===== src/rtl/fwd_if.sv =====
// Handshake bundle between the ID stage and the forwarding/hazard controller.
// master = ID/pipeline side, slave = fwd_ctrl.
interface fwd_if #(
  parameter int REG_W = 5,
  parameter int CNT_W = 16
);
  logic             id_valid;
  logic [REG_W-1:0] id_rn;
  logic [REG_W-1:0] id_rm;
  logic [REG_W-1:0] id_rd;
  logic             id_regwrite;
  logic             id_memread;
  logic             flush;
  logic             stall;
  logic             fwd_a_s1;
  logic             fwd_a_s0;
  logic             fwd_b_s1;
  logic             fwd_b_s0;
  logic [CNT_W-1:0] stall_count;

  modport master (
    output id_valid, id_rn, id_rm, id_rd, id_regwrite, id_memread, flush,
    input  stall, fwd_a_s1, fwd_a_s0, fwd_b_s1, fwd_b_s0, stall_count
  );

  modport slave (
    input  id_valid, id_rn, id_rm, id_rd, id_regwrite, id_memread, flush,
    output stall, fwd_a_s1, fwd_a_s0, fwd_b_s1, fwd_b_s0, stall_count
  );
endinterface


===== src/rtl/fwd_ctrl.sv =====
// Forwarding / load-use hazard controller for the 5-stage pipeline.
// Define FWD_STALL_CNT_EN to build the saturating stall_count; otherwise it is tied to 0.
module fwd_ctrl #(
  parameter int REG_W    = 5,
  parameter int ZERO_REG = 31,
  parameter int CNT_W    = 16
) (
  input  logic  clk,
  input  logic  reset,
  fwd_if.slave  bus
);

  localparam logic [REG_W-1:0] ZR = REG_W'(ZERO_REG);

  localparam logic [1:0] SEL_RF   = 2'b00;
  localparam logic [1:0] SEL_EXM  = 2'b01;
  localparam logic [1:0] SEL_MWB  = 2'b10;
  localparam logic [1:0] SEL_ZERO = 2'b11;

  // p1 = shadow of the instruction now in EX, p2 = shadow of the one in MEM
  logic             vld_p1, regwr_p1, memrd_p1;
  logic [REG_W-1:0] rd_p1;
  logic             vld_p2, regwr_p2, memrd_p2;
  logic [REG_W-1:0] rd_p2;

  logic [1:0]       sel_a_p1, sel_b_p1;
  logic [1:0]       sel_a, sel_b;
  logic             hazard;
  logic             issue;

  function automatic logic [1:0] fwd_sel(
    input logic [REG_W-1:0] src,
    input logic             v1,
    input logic             w1,
    input logic [REG_W-1:0] r1,
    input logic             v2,
    input logic             w2,
    input logic [REG_W-1:0] r2
  );
    logic [1:0] s;
    if (src == ZR)
      s = SEL_ZERO;
    else if (v1 && w1 && (r1 == src) && (r1 != ZR))
      s = SEL_EXM;
    else if (v2 && w2 && (r2 == src) && (r2 != ZR))
      s = SEL_MWB;
    else
      s = SEL_RF;
    return s;
  endfunction

  function automatic logic [CNT_W-1:0] sat_inc(input logic [CNT_W-1:0] v);
    return (&v) ? v : v + 1'b1;
  endfunction

  // Stage p0: ID-side decode against the shadows
  always_comb begin
    sel_a  = fwd_sel(bus.id_rn, vld_p1, regwr_p1, rd_p1, vld_p2, regwr_p2, rd_p2);
    sel_b  = fwd_sel(bus.id_rm, vld_p1, regwr_p1, rd_p1, vld_p2, regwr_p2, rd_p2);
    hazard = bus.id_valid && vld_p1 && memrd_p1 && regwr_p1 && (rd_p1 != ZR) &&
             ((rd_p1 == bus.id_rn) || (rd_p1 == bus.id_rm));
    issue  = bus.id_valid && !hazard && !bus.flush;
  end

  assign bus.stall = hazard;

  // Stage p1/p2: control state (valid bits and registered selects)
  always_ff @(posedge clk) begin
    if (reset) begin
      vld_p1   <= 1'b0;
      vld_p2   <= 1'b0;
      sel_a_p1 <= SEL_RF;
      sel_b_p1 <= SEL_RF;
    end else begin
      vld_p2   <= vld_p1;
      vld_p1   <= issue;
      sel_a_p1 <= issue ? sel_a : SEL_RF;
      sel_b_p1 <= issue ? sel_b : SEL_RF;
    end
  end

  // Shadow payload is qualified by vld_pN, so it carries no reset
  always_ff @(posedge clk) begin
    rd_p2    <= rd_p1;
    regwr_p2 <= regwr_p1;
    memrd_p2 <= memrd_p1;
    rd_p1    <= bus.id_rd;
    regwr_p1 <= bus.id_regwrite;
    memrd_p1 <= bus.id_memread;
  end

  assign bus.fwd_a_s1 = sel_a_p1[1];
  assign bus.fwd_a_s0 = sel_a_p1[0];
  assign bus.fwd_b_s1 = sel_b_p1[1];
  assign bus.fwd_b_s0 = sel_b_p1[0];

`ifdef FWD_STALL_CNT_EN
  logic [CNT_W-1:0] cnt_p1;

  always_ff @(posedge clk) begin
    if (reset)
      cnt_p1 <= '0;
    else if (hazard)
      cnt_p1 <= sat_inc(cnt_p1);
  end

  assign bus.stall_count = cnt_p1;
`else
  assign bus.stall_count = {CNT_W{1'b0}};
`endif

endmodule


===== src/flat_wrapper.sv =====
// flat-port wrapper written by rule: the top's interface ports become plain ports
module fwd_ctrl_flat 
#(
  parameter int REG_W    = 5,
  parameter int ZERO_REG = 31,
  parameter int CNT_W    = 16
)
  (clk, reset, bus_id_valid, bus_id_rn, bus_id_rm, bus_id_rd, bus_id_regwrite, bus_id_memread, bus_flush, bus_stall, bus_fwd_a_s1, bus_fwd_a_s0, bus_fwd_b_s1, bus_fwd_b_s0, bus_stall_count);
  fwd_if #(.REG_W(REG_W), .CNT_W(CNT_W)) bus_i ();
  input  logic clk;
  input  logic reset;
  input wire logic [$bits(bus_i.id_valid)-1:0] bus_id_valid;
  input wire logic [$bits(bus_i.id_rn)-1:0] bus_id_rn;
  input wire logic [$bits(bus_i.id_rm)-1:0] bus_id_rm;
  input wire logic [$bits(bus_i.id_rd)-1:0] bus_id_rd;
  input wire logic [$bits(bus_i.id_regwrite)-1:0] bus_id_regwrite;
  input wire logic [$bits(bus_i.id_memread)-1:0] bus_id_memread;
  input wire logic [$bits(bus_i.flush)-1:0] bus_flush;
  output wire logic [$bits(bus_i.stall)-1:0] bus_stall;
  output wire logic [$bits(bus_i.fwd_a_s1)-1:0] bus_fwd_a_s1;
  output wire logic [$bits(bus_i.fwd_a_s0)-1:0] bus_fwd_a_s0;
  output wire logic [$bits(bus_i.fwd_b_s1)-1:0] bus_fwd_b_s1;
  output wire logic [$bits(bus_i.fwd_b_s0)-1:0] bus_fwd_b_s0;
  output wire logic [$bits(bus_i.stall_count)-1:0] bus_stall_count;
  assign bus_i.id_valid = bus_id_valid;
  assign bus_i.id_rn = bus_id_rn;
  assign bus_i.id_rm = bus_id_rm;
  assign bus_i.id_rd = bus_id_rd;
  assign bus_i.id_regwrite = bus_id_regwrite;
  assign bus_i.id_memread = bus_id_memread;
  assign bus_i.flush = bus_flush;
  assign bus_stall = bus_i.stall;
  assign bus_fwd_a_s1 = bus_i.fwd_a_s1;
  assign bus_fwd_a_s0 = bus_i.fwd_a_s0;
  assign bus_fwd_b_s1 = bus_i.fwd_b_s1;
  assign bus_fwd_b_s0 = bus_i.fwd_b_s0;
  assign bus_stall_count = bus_i.stall_count;
  fwd_ctrl #(.REG_W(REG_W), .ZERO_REG(ZERO_REG), .CNT_W(CNT_W)) u_core (.clk(clk), .reset(reset), .bus(bus_i));
endmodule

===== config.mk =====
export PLATFORM = sky130hd
export DESIGN_NAME = fwd_ctrl_flat
export DESIGN_NICKNAME = d
export VERILOG_FILES = /design/src/rtl/fwd_if.sv /design/src/rtl/fwd_ctrl.sv /design/src/flat_wrapper.sv
export SDC_FILE = /design/constraint.sdc
export NUM_CORES = 1
export LEC_CHECK = 0
export ABC_CLOCK_PERIOD_IN_PS = 1550
export BUFFER_PORTS_ARGS = -buffer_cell sky130_fd_sc_hd__buf_2
export CAP_MARGIN = 30
export CORE_MARGIN = 1.5
export CORE_UTILIZATION = 45
export CTS_BUF_LIST = sky130_fd_sc_hd__clkbuf_8
export DETAILED_ROUTE_END_ITERATION = 10
export GPL_TIMING_DRIVEN = 0
export HOLD_SLACK_MARGIN = 0.12
export PLACE_DENSITY_LB_ADDON = 0.2
export SLEW_MARGIN = 20
export SYNTH_ARGS = -nofsm -noshare
export SYNTH_HDL_FRONTEND = slang
export SYNTH_SLANG_ARGS = --single-unit
export TNS_END_PERCENT = 30

===== constraint.sdc =====
create_clock -name clk -period 1.55 [get_ports clk]
set_clock_uncertainty 0.05 [all_clocks]
set_input_delay 0.0775 -clock clk [delete_from_list [all_inputs] [get_ports clk]]
set_output_delay 0.0775 -clock clk [all_outputs]
set_load 0.01 [all_outputs]

# Word level (Yosys, flattened, before mapping)
# Index checks and enable logic that the tools add are counted.
dict set report classes {
  n_eq_ne 8
  n_mux 6
  bitwise 1
  reduce_logical 21
}
# cell n
set op_table {}
lappend op_table {{$eq A5 B5 Y1} 4}
lappend op_table {{$logic_and A1 B1 Y1} 17}
lappend op_table {{$mux W2} 6}
lappend op_table {{$eq A5 B5 Y1 const B} 2}
lappend op_table {{$ne A5 B5 Y1 const B} 2}
lappend op_table {{$logic_not A1 Y1} 2}
lappend op_table {{$reduce_or A2 Y1} 1}
lappend op_table {{$logic_or A1 B1 Y1} 1}
lappend op_table {{$not A1 Y1} 1}
dict set report word_totals {
  register_bits 19
  inputBits 21
  out_inout_bits 21
  wordCells 45
}

# Longest topological paths before layout
# Gate-level depths: netlist of the first run.
dict set report depth {
  ltp_word 10
  ltp_mapped 5
  ltp_nobuf 5
}

# Least setup slack after synthesis of the first run
# No wires, ideal clock.
dict set report synth_path {
  path_kind {register to register}
  from {reg u_core.rd_p1[4]}
  to {reg u_core.sel_a_p1[0]}
  t_arrival_ns 1.226
  t_required_ns 1.378
  setup_slack_ns 0.152
  stages_incl_launch_ff 6
  n_path_buf 0
  synth_period_minus_slack_ns 1.398
  path_cell_list {dfxtp_1 > xnor2_1 > nand3_1 > nor3_1 > o2111a_2 > a211oi_1}
}
dict set report synth_via {
  elab_chain_len 8
  elab_cells_between_ends 15
  cone_classes {eq/ne (3); mux (2); bitwise (1); reduce/logical (9)}
}
# item line
set synth_rtl {}
lappend synth_rtl {{from (decl)} fwd_ctrl.sv:22} ;# logic [REG_W-1:0] rd_p1;
lappend synth_rtl {{from (signal assigned)} fwd_ctrl.sv:87} ;# rd_p1 <= bus.id_rd;
lappend synth_rtl {{$ne A5 B5 Y1 / $eq A5 B5 Y1 (equally long branches)} {fwd_ctrl.sv:60, fwd_ctrl.sv:61}}
lappend synth_rtl {{$logic_and A1 B1 Y1 / $logic_or A1 B1 Y1 (equally long branches)} {fwd_ctrl.sv:60, fwd_ctrl.sv:61}}
lappend synth_rtl {{$logic_and A1 B1 Y1 *} fwd_ctrl.sv:60} ;# hazard = bus.id_valid && vld_p1 && memrd_p1 && regwr_p1 && (rd_p1 != ZR) &&
lappend synth_rtl {{named net bus_stall} flat_wrapper.sv:19} ;# output wire logic [$bits(bus_i.stall)-1:0] bus_stall;
lappend synth_rtl {{$logic_not A1 Y1 *} fwd_ctrl.sv:62} ;# issue = bus.id_valid && !hazard && !bus.flush;
lappend synth_rtl {{$logic_and A1 B1 Y1 * (2 in a row)} fwd_ctrl.sv:62}
lappend synth_rtl {{$not A1 Y1 (no source line) *} --}
lappend synth_rtl {{$reduce_or A2 Y1 (no source line) *} --}
lappend synth_rtl {{to (signal assigned)} fwd_ctrl.sv:77} ;# sel_a_p1 <= issue ? sel_a : SEL_RF;
lappend synth_rtl {{to (decl)} fwd_ctrl.sv:26} ;# logic [1:0] sel_a_p1, sel_b_p1;
# The timed path passes the listed nets; every way through them passes the cells marked *.
# A chain may end at the register's enable or synchronous reset.

# Worst setup path after layout of the first run
dict set report layout_path {
  from {reg u_core.rd_p1[4]}
  to {out bus_stall}
}
dict set report layout_via {
  elab_chain_len 3
  elab_cells_between_ends 6
  cone_classes {eq/ne (3); reduce/logical (3)}
}
# item line
set layout_rtl {}
lappend layout_rtl {{$ne A5 B5 Y1 / $eq A5 B5 Y1 (equally long branches)} {fwd_ctrl.sv:60, fwd_ctrl.sv:61}}
lappend layout_rtl {{$logic_and A1 B1 Y1 / $logic_or A1 B1 Y1 (equally long branches)} {fwd_ctrl.sv:60, fwd_ctrl.sv:61}}
lappend layout_rtl {{$logic_and A1 B1 Y1 *} fwd_ctrl.sv:60}
lappend layout_rtl {{to (decl)} flat_wrapper.sv:19}
# Mark *: on every way between the ends. The rest lies on a longest branch, timed or not.

==> metrics.txt, run 1 <==
result of the run=finished, violations left; failing checks=setup timing; hold depth=3; Hold Slack=between 0.1 and 0.15 ns; post-synthesis cell count=86; GRT Total Usage=20.6%; syn avg cell area=10.1 µm²; kind of critical path=register to primary output; setup TNS after final layout=-0.0633 ns; placer's final routability congestion estimate=roughly 0.84; start point of the worst hold path=bus_id_rm[4]; Largest delay share family, worst path=simple AND/OR/NAND/NOR gates; leading post-synthesis cells by instance count=dfxtp_1, buf_4, xor2_1, xnor2_1, nand3_1; RSZ-0062 raised after global routing=yes; buffer cell driving the clock tree root=clkbuf_8; CP endpoint kind=primary output; peak clock frequency supported by timing=621 MHz; XOR/XNOR Fraction of Synth Area=20.3%; number of rows in the core area=15; warnings from Yosys=0; placed cell areas=0.00108 mm²; worst hold path type=input port to register; Syn-to-layout area delta=51.4%; proportion of synthesized flip-flops having asynchronous set or reset=0%; most instantiated library cell after synthesis=dfxtp_1; die width=46.8 µm; wire length reported by the detailed router=~2000 µm; delay contributed by the slowest stage of the critical path=~0.37 ns; top-level I/O count=between 40 and 50; critical path peak fanout=4; compound-cell area share of the yosys netlist=7.53%; number of design rule violations left after detail routing=0; final critical-path share of the clock period=104%; area of the die=0.00219 mm²; data arrival time of the worst path=around 1.5 ns; adder and majority cell fraction of the synthesized area=0%; largest net degree at the start of global routing=13; Yosys top cell area share=between 40% and 50%; max-cap violations=0; wire length of the first global-routing pass=3110 µm; top cells by area, synth=dfxtp_1, buf_4, xor2_1; worst setup slack for register-to-register paths=0 ns; average vias per placed instance=4.56; height of the die=approximately 47 µm; Period minus WS final=1.61 ns; Starting DRT DRC Count=2; via count of the first global-routing pass=slightly above 700; effective utilization at floorplan=49.0%; worst-case setup margin in the final layout=-0.0605 ns; Setup crit start kind=register; required time at the endpoint of the critical path=between 1 and 1.5 ns; leak pwr=about 0.6 nW; final std cell area, no fill=0.00131 mm²; final core area utilization=74.2%; number of buffers and inverters on the critical path=1; cell type of the slowest stage on the worst timing path=dfxtp_4; number of synthesized flops with an enable pin=0; number of buffers added on ports=25; core area=0.00176 mm²; proportion of synthesized area in mux cells=0%; clock transition time at the flip-flop clock pins of the worst setup and hold paths=roughly 0.080 ns; netlist area before placement=roughly 860 µm²; share of cells above drive strength 1=40.0%; GR Overflow Total=0; endpoints failing hold=0; destination of the worst register-to-register timing path=u_core.sel_a_p1[0]; total clock buffers created by CTS=3; Cell variety after synth=20; clock tree from TritonCTS=yes; routed via count=776; net count of the finished layout=~170; highest ir drop seen on vdd=roughly 950 µV; number of failing setup endpoints in the final timing report=2; number of levels in the clock H-tree=1; number of nets still failing antenna checks after routing=0; total power divided by cell area=slightly above 800 mW/mm²; Post-synth top flop=dfxtp_1; synthesized flop and latch total=19; sum of internal, switching and leakage power=1.05 mW; count of cells along the worst register-to-register path=6; combinational family with the most area after synthesis=XOR/XNOR gates; clock insertion delay at the later pin of the skew report=approximately 0.26 ns; antenna diode instance count=0; crit-path cells=xor2_1, nor3_2, and3_4, o2111a_2, buf_6; hold-critical path endpoint=u_core.sel_b_p1[0]; Post-Synth Simple-Gate Area=13.9%; initial antenna violation count=0; Crit Reg-Reg Startpoint=u_core.rd_p1[0]; detail-routed net length per standard cell=roughly 12 µm; clock net sink count=19; cell taking the most area after synthesis=dfxtp_1; count of final max-slew check failures=0; Clock Path Buffers=2; DRT Pass-1 Iters=3; sequential element share of the synthesized area=44.0%
## layout make-up
cell class                 count  area [µm²]
timing repair buffer          40         274
fill                         134         455
clock buffer                   3        41.3
clock inverter                 1        7.51
sequential                    19         389
multi-input combinational     66         445
buffer                        16         120
tap                           25        31.3
## state kept, by name, indices dropped and copies added, names as in the netlist
| signal | flops |
|---|---|
| u_core.memrd_p1 | 1 |
| u_core.sel_a_p1 | 2 |
| u_core.rd_p1 | 5 |
| u_core.vld_p1 | 1 |
| u_core.sel_b_p1 | 2 |
| u_core.regwr_p1 | 1 |
| u_core.regwr_p2 | 1 |
| u_core.vld_p2 | 1 |
| u_core.rd_p2 | 5 |
## logic make-up (layout without fill, tap and decap cells)
family | after synthesis | in the layout
and+or+nand+nor | 22 | 22
xor gates and xnor gates | 20 | 20
DFF | 19 | 19
buffers and inverters | 16 | 60
AOI/OAI and AO/OA | 8 | 8
other | 1 | 16
## worst register-to-register path, cell delays in order, from the launching register on
cell and delay [ns]:
dfxtp_1 0.40, xor2_1 0.19, nor3_2 0.06, and3_4 0.14, o2111a_2 0.26, buf_4 0.15, a211oi_1 0.21
## worst max-delay path by stage
stage	start	to	slack [ns]	cells after the start
after CTS	u_core.rd_p1[4]	bus_stall	-0.08	5
final	u_core.rd_p1[4]	bus_stall	-0.06	5
after global routing	u_core.rd_p1[4]	bus_stall	-0.13	5
after floorplan	u_core.rd_p1[4]	u_core.sel_a_p1[0]	0.15	5
after global placement	u_core.rd_p1[1]	bus_stall	-0.05	5
after detailed placement	u_core.rd_p1[3]	bus_stall	-0.1	5
## repair_timing
item                                   in CTS  in global routing
setup endpoints to repair                   6                  6
pin swaps                                   3                  1
hold buffers                               12                  0
resized for setup                           9                  1
endpoints found under the hold margin      12                  0
buffers inserted                            3                  0
## stage by stage
| step | setup slack, ns | cells |
|---|---|---|
| after detailed placement | -0.0977 | 151 |
| after global placement | -0.0520 | 151 |
| after CTS | -0.0780 | 170 |
| after global routing | -0.133 | 170 |
| final | -0.0605 | 170 |
| after floorplan | 0.152 | 101 |
## power breakdown
part	internal (mW)	switching, mW
logic	0.102	0.0760
clock network	0.181	0.165
registers	0.507	0.0223
total	0.790	0.263
## cells in the final DEF, fill, tap and decap left out
master / count
o2111a_2: 1
conb_1: 16
and3_1: 1
a211o_1: 1
nor2_1: 2
nand2_1: 4
nor3_1: 1
and3_4: 1
a31oi_4: 1
buf_2: 24
nor4_1: 1
nor3_2: 2
dfxtp_4: 2
o211ai_1: 1
nand4_1: 2
nand3_1: 5
dfxtp_2: 1
and3_2: 2
buf_4: 19
xnor2_1: 9
buf_6: 1
clkinvlp_4: 1
dfxtp_1: 16
clkbuf_8: 3
dlygate4sd3_1: 12
a211oi_1: 4
xor2_1: 11
nor2b_1: 1
## per-layer routing
metal  routed length, µm  part of all wire (%)  GRT usage, %  up-vias
met4                  18                  0.92          6.11        0
met3                 142                   7.2          10.0        2
li1                    -                     -             -      378
met1                 729                    37          20.5      367
met5                   0                     0             0        -
met2                1080                    55          37.8       29
(Power assumes the default switching activity.)
==> inputs of run 2 (changes only) <==
Settings changed: CORE_UTILIZATION 45 to 46, MAX_ROUTING_LAYER from default to met4.
==> run 2 against run 1 <==
Net effect: the run still ends with setup timing left; critical path depth is the same; core utilization grew 3.1 points; cell count grew 0.59%; first-iteration DRC count grew to 4.5 times the previous value; largest cell class unchanged; largest power group unchanged.
==> metrics.txt, run 2 (synthesis results as in run 1) <==
number of design rule violations left after detail routing=0 (unchanged); buffer cell driving the clock tree root=clkbuf_8; via count of the first global-routing pass=683 (-4.9%); number of levels in the clock H-tree=1 (unchanged); worst slack at placement=-0.0299 ns (+0.0678 ns); Fillers=121 (-9.7%); failing checks=setup timing; number of rows in the core area=15 (unchanged); Syn-to-layout area delta=56.0%; leak pwr=0.615 nW (+1.7%); placed wire-length estimate=1330 µm; required time at the endpoint of the critical path=1.42 ns (about the same); wire length of the first global-routing pass=2840 µm (-8.7%); clock insertion delay at the later pin of the skew report=0.25 ns (about the same); largest registers=u_core.rd_p1: 5 flops, u_core.rd_p2: 5 flops; endpoints failing hold=0 (unchanged); wire length reported by the detailed router=2030 µm (+3.5%); die width=46.4 µm (-1.0%); count of final max-slew check failures=0 (unchanged); peak clock frequency supported by timing=610 MHz (-1.7%); RSZ-0062 raised after global routing=yes; core area=0.00175 mm² (-1.1%); Setup crit start kind=register; clock net sink count=19 (unchanged); effective utilization at floorplan=49.5% (+0.53 points); number of buffers added on ports=25 (unchanged); average vias per placed instance=4.46 (-2.3%); Hold Slack=0.151 ns (+0.0247 ns); result of the run=finished, violations left; total power divided by cell area=781 mW/mm² (-2.9%); global routing met3 resource utilization=7.06% (-2.9 points); Clock Path Buffers=2 (unchanged); critical path peak fanout=4 (unchanged); worst hold path type=input port to register; net count of the finished layout=168 (+0.60%); placer's final routability congestion estimate=0.871 (+3.7%); GR Overflow Total=0 (unchanged); number of failing setup endpoints in the final timing report=1 (-1); total clock buffers created by CTS=3 (unchanged); number of nets still failing antenna checks after routing=0 (unchanged); Period minus WS final=1.64 ns (+0.0285 ns); Most Used Layer, Global Route=met2; global routing met2 resource utilization=36.7% (-1.1 points); Starting DRT DRC Count=9 (+7); share of cells above drive strength 1=41.8% (+1.8 points); antenna diode instance count=0 (unchanged); highest ir drop seen on vdd=884 µV (-6.5%); max-cap violations=0 (unchanged); kind of critical path=register to primary output; highest-count cells in the layout ignoring fill and taps=buf_2, buf_4, conb_1; clock tree from TritonCTS=yes; top-level I/O count=42 (unchanged); height of the die=46.4 µm (-1.0%); GRT Total Usage=19.8% (-0.81 points); detail-routed net length per standard cell=11.9 µm (+2.9%); largest net degree at the start of global routing=13 (unchanged); data arrival time of the worst path=1.51 ns (+0.03 ns); CP endpoint kind=primary output; leading cell type in the layout, fill and taps excluded=buf_2; worst-case setup margin in the final layout=-0.0890 ns (-0.0285 ns); clock transition time at the flip-flop clock pins of the worst setup and hold paths=0.07 ns (about the same); initial antenna violation count=0 (unchanged); final critical-path share of the clock period=106% (+1.8 points); DRT Pass-1 Iters=4 (+1); GR Layer Usage met1=18.6% (-1.9 points); routed via count=763 (-1.7%); area of the die=0.00215 mm² (-2.0%)
[run 2: changes by cell type in the layout (fill, tap and decap cells not counted), sizes merged]
cell	before	now
dlymetal6s4s	0	1
buf	44	43
dlygate4sd3	12	13
[run 2: path summary, 6_finish.rpt]
kind	start	cells past startpoint	to	slack [ns]
min reg2reg	u_core.regwr_p1	0	u_core.regwr_p2	0.30
max reg2reg	u_core.rd_p1[4]	6	u_core.sel_a_p1[0]	0.01
min	bus_id_rm[4]	3	u_core.sel_b_p1[1]	0.15
max	u_core.rd_p1[3]	5	bus_stall	-0.09
[run 2: layout make-up]
class                   count  area, µm²  area share [%]
well taps                  25       31.3            2.32
repair buffers             41        289            21.4
multi-input cells          66        467            34.6
clock buffers               3       41.3            3.06
plain buffers              16        120            8.91
clock inverters             1       7.51           0.557
flip-flops and latches     19        393            29.1
[run 2: per-layer routing]
layer / up-vias / routed length (µm)
li1: 381 / -
met1: 331 / 719
met2: 39 / 1090
met3: 12 / 141
met4: 0 / 82
met5: - / 0
[run 2: worst max-delay path, cell delays in order (launching register included)]
cell and delay, ns:
dfxtp_4 0.36, xor2_1 0.17, nor3_2 0.21, and3_4 0.21
o2111a_2 0.21, buf_6 0.11
[run 2: repair_timing]
item                                    in CTS  in global routing
setup buffers                                1                  1
pin swaps                                    4                  2
endpoints found under the setup margin       6                  6
hold buffers                                13                  1
resized for setup                            9                  8
endpoints found under the hold margin       12                  4
gates cloned                                 0                  0
[run 2: per-stage QoR]
step | cell area, µm² | setup TNS, ns | cells | utilization [%] | power (mW)
after floorplan | 921 | 0 | 101 | - | 0.635
after global placement | 1080 | -0.128 | 151 | 61.7 | 0.679
after detailed placement | 1080 | -0.0335 | 151 | 61.7 | 0.684
after CTS | 1290 | -0.0918 | 169 | 74.1 | 1.05
after global routing | 1350 | -0.586 | 171 | 77.3 | 1.11
final | 1350 | -0.0890 | 171 | 77.3 | 1.05
[run 2: power by group]
group / internal, mW / switching (mW)
logic: 0.106 / 0.0822
registers: 0.507 / 0.0224
clock network: 0.181 / 0.156
